===== src/rtl/io_input_arbiter_if.sv =====
// Handshake bundle between the three input sources / CPU side and the
// shared input-path arbiter.
interface io_input_arbiter_if;
    logic       req_kbd;
    logic       req_ext;
    logic       req_tape;
    logic       cpu_ack;
    logic       cpu_mask;
    logic [2:0] grant;
    logic [1:0] src;
    logic       bl;
    logic       vv_strobe_n;
    logic       vv;
    logic       busy;
    logic       timeout;
    logic [7:0] overrun_cnt;

    // Source / CPU side: raises requests, acks and masks; observes the path.
    modport master (
        output req_kbd,
        output req_ext,
        output req_tape,
        output cpu_ack,
        output cpu_mask,
        input  grant,
        input  src,
        input  bl,
        input  vv_strobe_n,
        input  vv,
        input  busy,
        input  timeout,
        input  overrun_cnt
    );

    // Arbiter side.
    modport slave (
        input  req_kbd,
        input  req_ext,
        input  req_tape,
        input  cpu_ack,
        input  cpu_mask,
        output grant,
        output src,
        output bl,
        output vv_strobe_n,
        output vv,
        output busy,
        output timeout,
        output overrun_cnt
    );
endinterface


===== src/rtl/io_input_arbiter.sv =====
// Round-robin arbiter and strobe sequencer for the shared peripheral input
// latch: settle, strobe, hold-for-ack (with timeout), release.
module io_input_arbiter #(
    parameter int unsigned SETTLE_CYCLES  = 2,
    parameter int unsigned STROBE_CYCLES  = 4,
    parameter int unsigned TIMEOUT_CYCLES = 65535
) (
    input logic               io_clk,
    input logic               init,
    io_input_arbiter_if.slave io
);

    typedef enum logic [2:0] {
        ST_IDLE,
        ST_SETTLE,
        ST_STROBE,
        ST_HOLD,
        ST_RELEASE
    } state_e;

    localparam logic [15:0] SETTLE_LOAD  = 16'(SETTLE_CYCLES - 1);
    localparam logic [15:0] STROBE_LOAD  = 16'(STROBE_CYCLES - 1);
    localparam logic [15:0] TIMEOUT_LAST = 16'(TIMEOUT_CYCLES - 1);

    state_e      state_q, state_d;
    logic [2:0]  meta_q, meta_d;      // {tape, ext, kbd}
    logic [2:0]  sync_q, sync_d;
    logic [15:0] cnt_q, cnt_d;
    logic [1:0]  rr_ptr_q, rr_ptr_d;  // 0 kbd, 1 ext, 2 tape
    logic [1:0]  served_q, served_d;
    logic [2:0]  grant_q, grant_d;
    logic [1:0]  src_q, src_d;
    logic        bl_q, bl_d;
    logic        vv_strobe_n_q, vv_strobe_n_d;
    logic        vv_q, vv_d;
    logic        busy_q, busy_d;
    logic        timeout_q, timeout_d;
    logic [7:0]  overrun_q, overrun_d;
    logic [2:0]  pick;                // {valid, source index}

    // First requesting source at or after ptr, wrapping kbd -> ext -> tape.
    function automatic logic [2:0] rr_pick(input logic [2:0] reqs,
                                           input logic [1:0] ptr);
        logic [2:0] res;
        logic [2:0] sum;
        logic [1:0] idx;
        res = '0;
        for (int unsigned i = 0; i < 3; i++) begin
            sum = {1'b0, ptr} + 3'(i);
            idx = (sum >= 3'd3) ? 2'(sum - 3'd3) : 2'(sum);
            if (!res[2] && reqs[idx]) begin
                res = {1'b1, idx};
            end
        end
        return res;
    endfunction

    assign pick = rr_pick(sync_q, rr_ptr_q);

    always_ff @(posedge io_clk or posedge init) begin
        if (init) begin
            state_q       <= ST_IDLE;
            meta_q        <= '0;
            sync_q        <= '0;
            cnt_q         <= '0;
            rr_ptr_q      <= '0;
            served_q      <= '0;
            grant_q       <= '0;
            src_q         <= '0;
            bl_q          <= 1'b1;
            vv_strobe_n_q <= 1'b1;
            vv_q          <= 1'b0;
            busy_q        <= 1'b0;
            timeout_q     <= 1'b0;
            overrun_q     <= '0;
        end else begin
            state_q       <= state_d;
            meta_q        <= meta_d;
            sync_q        <= sync_d;
            cnt_q         <= cnt_d;
            rr_ptr_q      <= rr_ptr_d;
            served_q      <= served_d;
            grant_q       <= grant_d;
            src_q         <= src_d;
            bl_q          <= bl_d;
            vv_strobe_n_q <= vv_strobe_n_d;
            vv_q          <= vv_d;
            busy_q        <= busy_d;
            timeout_q     <= timeout_d;
            overrun_q     <= overrun_d;
        end
    end

    always_comb begin
        state_d = state_q;
        cnt_d   = cnt_q;
        meta_d  = {io.req_tape, io.req_ext, io.req_kbd};
        sync_d  = meta_q;
        unique case (state_q)
            ST_IDLE: begin
                if (!io.cpu_mask && pick[2]) begin
                    state_d = ST_SETTLE;
                    cnt_d   = SETTLE_LOAD;
                end
            end
            ST_SETTLE: begin
                if (cnt_q == '0) begin
                    state_d = ST_STROBE;
                    cnt_d   = STROBE_LOAD;
                end else begin
                    cnt_d = cnt_q - 16'd1;
                end
            end
            ST_STROBE: begin
                if (cnt_q == '0) begin
                    state_d = ST_HOLD;
                    cnt_d   = '0;
                end else begin
                    cnt_d = cnt_q - 16'd1;
                end
            end
            ST_HOLD: begin
                // Ack takes priority over expiry on the same edge.
                if (io.cpu_ack || cnt_q == TIMEOUT_LAST) begin
                    state_d = ST_RELEASE;
                    cnt_d   = '0;
                end else begin
                    cnt_d = cnt_q + 16'd1;
                end
            end
            ST_RELEASE: begin
                if (!sync_q[served_q]) begin
                    state_d = ST_IDLE;
                end
            end
            default: begin
                state_d = ST_IDLE;
                cnt_d   = '0;
            end
        endcase
    end

    always_comb begin
        grant_d       = grant_q;
        src_d         = src_q;
        bl_d          = bl_q;
        served_d      = served_q;
        rr_ptr_d      = rr_ptr_q;
        overrun_d     = overrun_q;
        timeout_d     = 1'b0;
        vv_strobe_n_d = (state_d != ST_STROBE);
        vv_d          = (state_d == ST_HOLD);
        busy_d        = (state_d != ST_IDLE);

        if (state_q == ST_IDLE && state_d == ST_SETTLE) begin
            served_d = pick[1:0];
            grant_d  = 3'b001 << pick[1:0];
            src_d    = pick[1:0] + 2'd1;
            bl_d     = (pick[1:0] != 2'd0);
        end

        if (state_q == ST_HOLD && state_d == ST_RELEASE) begin
            grant_d  = '0;
            src_d    = '0;
            bl_d     = 1'b1;
            rr_ptr_d = (served_q == 2'd2) ? 2'd0 : served_q + 2'd1;
            if (!io.cpu_ack) begin
                timeout_d = 1'b1;
                if (overrun_q != '1) begin
                    overrun_d = overrun_q + 8'd1;
                end
            end
        end
    end

    assign io.grant       = grant_q;
    assign io.src         = src_q;
    assign io.bl          = bl_q;
    assign io.vv_strobe_n = vv_strobe_n_q;
    assign io.vv          = vv_q;
    assign io.busy        = busy_q;
    assign io.timeout     = timeout_q;
    assign io.overrun_cnt = overrun_q;

    a_grant_onehot: assert property (@(posedge io_clk) disable iff (init)
        $onehot0(grant_q));
    a_no_vv_during_strobe: assert property (@(posedge io_clk) disable iff (init)
        !(vv_q && !vv_strobe_n_q));

endmodule


===== src/flat_wrapper.sv =====
// flat-port wrapper written by rule: the top's interface ports become plain ports
module io_input_arbiter_flat 
#(
    parameter int unsigned SETTLE_CYCLES  = 2,
    parameter int unsigned STROBE_CYCLES  = 4,
    parameter int unsigned TIMEOUT_CYCLES = 65535
)
  (io_clk, init, io_req_kbd, io_req_ext, io_req_tape, io_cpu_ack, io_cpu_mask, io_grant, io_src, io_bl, io_vv_strobe_n, io_vv, io_busy, io_timeout, io_overrun_cnt);
  io_input_arbiter_if io_i ();
  input logic io_clk;
  input logic init;
  input wire logic [$bits(io_i.req_kbd)-1:0] io_req_kbd;
  input wire logic [$bits(io_i.req_ext)-1:0] io_req_ext;
  input wire logic [$bits(io_i.req_tape)-1:0] io_req_tape;
  input wire logic [$bits(io_i.cpu_ack)-1:0] io_cpu_ack;
  input wire logic [$bits(io_i.cpu_mask)-1:0] io_cpu_mask;
  output wire logic [$bits(io_i.grant)-1:0] io_grant;
  output wire logic [$bits(io_i.src)-1:0] io_src;
  output wire logic [$bits(io_i.bl)-1:0] io_bl;
  output wire logic [$bits(io_i.vv_strobe_n)-1:0] io_vv_strobe_n;
  output wire logic [$bits(io_i.vv)-1:0] io_vv;
  output wire logic [$bits(io_i.busy)-1:0] io_busy;
  output wire logic [$bits(io_i.timeout)-1:0] io_timeout;
  output wire logic [$bits(io_i.overrun_cnt)-1:0] io_overrun_cnt;
  assign io_i.req_kbd = io_req_kbd;
  assign io_i.req_ext = io_req_ext;
  assign io_i.req_tape = io_req_tape;
  assign io_i.cpu_ack = io_cpu_ack;
  assign io_i.cpu_mask = io_cpu_mask;
  assign io_grant = io_i.grant;
  assign io_src = io_i.src;
  assign io_bl = io_i.bl;
  assign io_vv_strobe_n = io_i.vv_strobe_n;
  assign io_vv = io_i.vv;
  assign io_busy = io_i.busy;
  assign io_timeout = io_i.timeout;
  assign io_overrun_cnt = io_i.overrun_cnt;
  io_input_arbiter #(.SETTLE_CYCLES(SETTLE_CYCLES), .STROBE_CYCLES(STROBE_CYCLES), .TIMEOUT_CYCLES(TIMEOUT_CYCLES)) u_core (.io_clk(io_clk), .init(init), .io(io_i));
endmodule

===== config.mk =====
export PLATFORM = sky130hd
export DESIGN_NAME = io_input_arbiter_flat
export DESIGN_NICKNAME = d
export VERILOG_FILES = /design/src/rtl/io_input_arbiter_if.sv /design/src/rtl/io_input_arbiter.sv /design/src/flat_wrapper.sv
export SDC_FILE = /design/constraint.sdc
export NUM_CORES = 1
export LEC_CHECK = 0
export ABC_AREA = 1
export ABC_CLOCK_PERIOD_IN_PS = 6200
export BUFFER_PORTS_ARGS = -buffer_cell sky130_fd_sc_hd__buf_2
export CORE_ASPECT_RATIO = 2
export CORE_MARGIN = 3
export CORE_UTILIZATION = 45
export DETAILED_ROUTE_END_ITERATION = 6
export GPL_TIMING_DRIVEN = 0
export HOLD_SLACK_MARGIN = 0.05
export SKIP_CTS_REPAIR_TIMING = 1
export SYNTH_ARGS = -nofsm -noshare
export SYNTH_HDL_FRONTEND = slang
export SYNTH_SLANG_ARGS = --single-unit

===== constraint.sdc =====
create_clock -name io_clk -period 6.2 [get_ports io_clk]
set_clock_uncertainty 0.1 [all_clocks]
set_input_delay 0.93 -clock io_clk [delete_from_list [all_inputs] [get_ports io_clk]]
set_output_delay 0.93 -clock io_clk [all_outputs]
set_load 0.02 [all_outputs]

# Word-level counts from Yosys, hierarchy flattened
# Cells that the tools add are included.
# totals
register_bits,47
inputBits,7
wordCells,96
# op_classes
eq_ne,12
magnitude_cmp,7
muxes,34
n_reduce_logical,16
addsub,10
bitwise,2
shift,1
# ops
operator,n
16-bit one-hot mux with 5 select lines,1
16-bit 2-to-1 mux,4
3-bit 2-to-1 mux,10
"16-bit by 1-bit adder with 16-bit output, second input constant",1
"16-bit equality test, second input constant",1
16-bit logical NOT,1
"16-bit by 1-bit subtractor with 16-bit output, second input constant",1
3-bit one-hot mux with 5 select lines,1
"2-bit by 3-bit < comparator with 1-bit output, second input constant",4
2-bit 2-to-1 mux,6
"3-bit by 2-bit equality test with 1-bit output, second input constant",3
"8-bit by 1-bit adder with 8-bit output, second input constant",1
1-bit binary-select mux with 2-bit select,4
1-bit 2-to-1 mux,8
"8-bit inequality test, second input constant",1
"3-bit by 1-bit equality test with 1-bit output, second input constant",2
"3-bit equality test, second input constant",2
"3-bit by 2-bit greater-or-equal comparator with 1-bit output, second input constant",2
"2-bit subtractor, second input constant",3
1-bit logical AND,5
"2-bit by 1-bit adder with 2-bit output, second input constant",2
2-bit nonzero test,2
"2-bit by 1-bit adder with 3-bit output, second input constant",1
"2-bit by 2-bit adder with 3-bit output, second input constant",1
12 further kinds,15

# Depth between registers and ports, before layout
# logic_depth
depth_word,18
depth_mapped,16

# Worst setup path before layout
# OpenSTA, ideal clock, no wires.
# synth_timing
path_kind,register -> register
from,register u_core.rr_ptr_q[0]
to,register u_core.src_q[1] (netlist: u_core.io.src[1])
path_stages_with_launch,16
n_path_buf,0
setup_slack_ps,4224
period_less_slack_ps,1976
setup_ps,118
required_ps,5982
arrival_ps,1757
path_cell_list,dfrtp_1 > inv_1 > ha_1 > inv_2 > nand2_1 > nand2_1 > nand2_1 > nand2_1 > nand3_1 > inv_1 > nand2_1 > nand2_1 > inv_1 > ha_1 > nand2_1 > nand2_1
# synth_via
elab_cells_between_ends,35
# synth_rtl
element,line_no,text
from (decl),io_input_arbiter.sv:29,"logic [1:0] rr_ptr_q, rr_ptr_d;"
from (signal assigned),io_input_arbiter.sv:81,rr_ptr_q <= rr_ptr_d;
"parallel branches: the longest is 10 deep, another holds 2-bit by 1-bit adder with 3-bit output",-,
3-bit 2-to-1 mux (*),io_input_arbiter.sv:51,if (!res[2] && reqs[idx]) begin
named net u_core.pick[1],io_input_arbiter.sv:39,logic [2:0] pick;
2-bit by 1-bit adder with 2-bit output (*),io_input_arbiter.sv:158,src_d = pick[1:0] + 2'd1;
2-bit 2-to-1 mux (*),io_input_arbiter.sv:155,if (state_q == ST_IDLE && state_d == ST_SETTLE) begin
2-bit 2-to-1 mux (*),io_input_arbiter.sv:162,if (state_q == ST_HOLD && state_d == ST_RELEASE) begin
to (signal assigned),io_input_arbiter.sv:84,src_q <= src_d;
to (decl),io_input_arbiter.sv:32,"logic [1:0] src_q, src_d;"
# Mark *: on every way through the listed nets, which the timed path passes. The select of a mux whose other input is x is not followed.
# A chain may end at the register's enable or synchronous reset.

# Worst setup path in the final report
# layout_timing
from,register u_core.rr_ptr_q[0]
to,register u_core.src_q[1] (netlist: u_core.io.src[1])
# layout_via
elab_chain_len,17
elab_cells_between_ends,35
# layout_rtl
element,line_no,text
"parallel branches: the longest is 10 deep, another holds 2-bit by 1-bit adder with 3-bit output",-,
3-bit 2-to-1 mux (*),io_input_arbiter.sv:51,
1-bit logical AND,io_input_arbiter.sv:101,if (!io.cpu_mask && pick[2]) begin
3-bit 2-to-1 mux,io_input_arbiter.sv:101,
3-bit one-hot mux with 5 select lines,io_input_arbiter.sv:99,unique case (state_q)
3-bit equality test or 3-bit by 1-bit equality test with 1-bit output (tied branches),"io_input_arbiter.sv:162, io_input_arbiter.sv:155",
"1-bit logical AND, on equally long branches","io_input_arbiter.sv:162, io_input_arbiter.sv:155",
2-bit 2-to-1 mux or 2-bit nonzero test (tied branches),-,
# Mark *: on every way between the ends. The select of a mux whose other input is x is not followed.

==> qor.yml <==
status: "completed"
end_kind: "flip-flop"
fp.dieW_um: 66.1
yosys.area_share.simple: 0.396
yosys.area_share.xor_xnor: 0.0405
crit_end: "u_core.io.src[1]"
period_share: 0.360
drt_pass1_iterations: 4
final_common_cell: "nand2_1"
final.setup.tns_ps: 0
grt_usage: 0.214
leakagePower_uw: 0.00200
crit_family: "simple AND/OR/NAND/NOR gates"
gp_congestion: 0.967
synthAdderAreaFrac: 0.0462
grt_overflow: 0
drt_iter0_markers: 163
final_cell_mix: "nand2_1 (132), nand3_1 (74), nor2_1 (60)"
core_mm2: 0.00699
grt_pass1_wl_um: 13700
startpoint_type: "flip-flop"
worstPathArrival_ps: 2310
final_nets: 525
cts.clk_slew.worst_paths_ps: 60
crit_top_cell: "nand2_1"
synth_top_family_by_area: "simple AND/OR/NAND/NOR gates"
worst-path-buf-inv: 2
synth.mux.area_fraction: 0
dp_hpwl_um: 6600
worstRegToRegCells: 13
yosysWarningCount: 0
crit_cells: 13
syn_inst: 474
ys_seq_area_frac: 0.363
row_count: 43
start_util: 0.464
slowest_delay_ps: 420
crit_fanout: 8
dieArea_mm2: 0.00833
utilization: 0.527
antenna_found_initial: 0
grt_pass1_vias: 2966
r2r-end: "u_core.io.src[1]"
num_antenna_cells: 0
cts_num_sinks: 47
cp_slowest_cell: "ha_1"
synth_nets: 493
postRouteAntennaNets: 0
drive_gt1_frac: 0.120
worstPathRequired_ps: 6270
hold_path_class: "flip-flop to flip-flop"
synth_area_mm2: 0.00325
slew_violations: 0
wirelength_um: 8240
clk_latency_ps: 280
cts_tree: "done"
ys_types: 27
wl_per_cell_um: 13.8
ios: 25
regToRegStartpoint: "u_core.rr_ptr_q[0]"
crit_chain: "inv_1 -> ha_1 -> inv_2 -> nand2_1 -> nand2_1 -> nand2_1 -> nand2_1 -> nand3_1 -> nor2_1 -> nor2_1 -> ha_1 -> nand2_1 -> nand2_1"
port_buffers: 24
critPathLaunch: "u_core.rr_ptr_q[0]"
relSlewSlack: 0.656
synth_compound_gate_area_share: 0.0524
reg2reg_setup_slack_ps: 3970
vias: 3040
maxCapViolCount: 0
h-tree-depth: 2
synth_seq_cells: 47
dieHeight_um: 126
grt_max_degree: 39
clockRootBuffer: "clkbuf_16"
synth_area_per_cell_um2: 6.85
critPathKind: "flip-flop to flip-flop"
post_drt_via_cell_ratio: 5.09
setup_viol: 0
tightest_slew_ps: 516
powerDensity_mw_per_mm2: 463
finalHoldViolations: 0
area_delta_synth_final_pct: 13.6
clockBufferDepth: 2
peakVddDrop_uv: 210
min_period_ps: 2230
fmax_mhz: 448
rsz0062_at_grt: "false"
cts-buffers-inserted: 5
drc: 0
flip-flops by register name, summed over array words and instances (netlist names), 3 cells and up:
signal / flops
u_core.io.overrun_cnt: 8
u_core.io.grant: 3
u_core.sync_q: 3
u_core.cnt_q: 16
u_core.state_q: 3
u_core.meta_q: 3
worst min path at each step:
| stage | end | cells after the start | slack (ps) | startpoint |
|---|---|---|---|---|
| 2_1_floorplan | u_core.sync_q[0] | 0 | 230 | u_core.meta_q[0] |
| 3_3_place_gp | u_core.sync_q[2] | 0 | 230 | u_core.meta_q[2] |
| 3_5_place_dp | u_core.sync_q[0] | 0 | 230 | u_core.meta_q[0] |
| 4_1_cts | u_core.sync_q[0] | 0 | 250 | u_core.meta_q[0] |
| 5_1_grt | u_core.sync_q[0] | 0 | 260 | u_core.meta_q[0] |
| 6_report | u_core.sync_q[2] | 0 | 250 | u_core.meta_q[2] |
cells by family (layout without fill, tap and decap cells):
kind of cell,after synthesis,after routing
adders and majority gates,12,12
buffers and inverters,74,107
and+or+nand+nor,295,295
AOI/OAI and AO/OA,31,31
DFF,47,47
xor gates and xnor gates,15,15
per-layer routing:
layer	up-vias	GRT usage	routed length, um
met3	18	0.0232	169
met2	49	0.408	4710
met1	1405	0.211	2990
met5	-	0	0
li1	1568	-	-
met4	0	0.125	370
power by group:
part	total [uW]	internal, uW	switching, uW	leakage [uW]
combinational	897	302	595	0.00130
clock	342	231	111	0.0000911
sequential	468	394	74.4	0.000606
total	1710	927	781	0.00200
worst register-to-register path, stage by stage, from the launching register on:
cell,delay [ps]
dfrtp_1,380
inv_1,90
ha_1,420
inv_2,70
nand2_1,80
nand2_1,50
nand2_1,50
nand2_1,60
nand3_1,100
nor2_1,50
nor2_1,270
ha_1,290
nand2_1,60
nand2_1,50
synthesized netlist by cell type:
library cell,n,share of area
a21oi_4,1,0.0050
a21oi_1,8,0.012
o21ai_0,19,0.029
dfstp_2,2,0.016
nor2_2,6,0.012
dfrtp_1,45,0.35
nor3_1,5,0.0077
clkinv_1,2,0.0023
nor2_4,1,0.0035
inv_2,2,0.0023
nand2_1,132,0.15
nand4_1,12,0.023
ha_1,12,0.046
clkbuf_1,1,0.0012
buf_4,5,0.012
buf_2,4,0.0062
a31oi_1,1,0.0019
xor2_1,11,0.030
nand3_2,3,0.0092
nand3b_1,2,0.0046
nor2_1,60,0.069
buf_6,4,0.014
o211ai_1,1,0.0023
nand3_1,74,0.11
xnor2_1,4,0.011
o21ai_1,1,0.0015
inv_1,56,0.065
final cells by class:
| cell class | instances | area [um^2] |
|---|---|---|
| fillers | 734 | 3310 |
| multi-input cells | 353 | 1740 |
| plain buffers | 14 | 106 |
| clock buffers | 6 | 129 |
| repair buffers | 25 | 140 |
| well taps | 90 | 113 |
| clock inverters | 2 | 60.1 |
| flip-flops and latches | 47 | 1180 |
| inverters | 60 | 225 |
per-stage QoR:
step	worst slack [ps]	total power, uW	area (um^2)	instances	hold slack (ps)
2_1_floorplan	4060	1140	3250	474	231
3_3_place_gp	3350	1360	3480	588	232
3_5_place_dp	3970	1370	3500	589	235
4_1_cts	3950	1730	3690	597	249
5_1_grt	3710	1870	3690	597	260
6_report	3970	1710	3690	597	247
No activity file was read; power rests on OpenSTA's default activity.
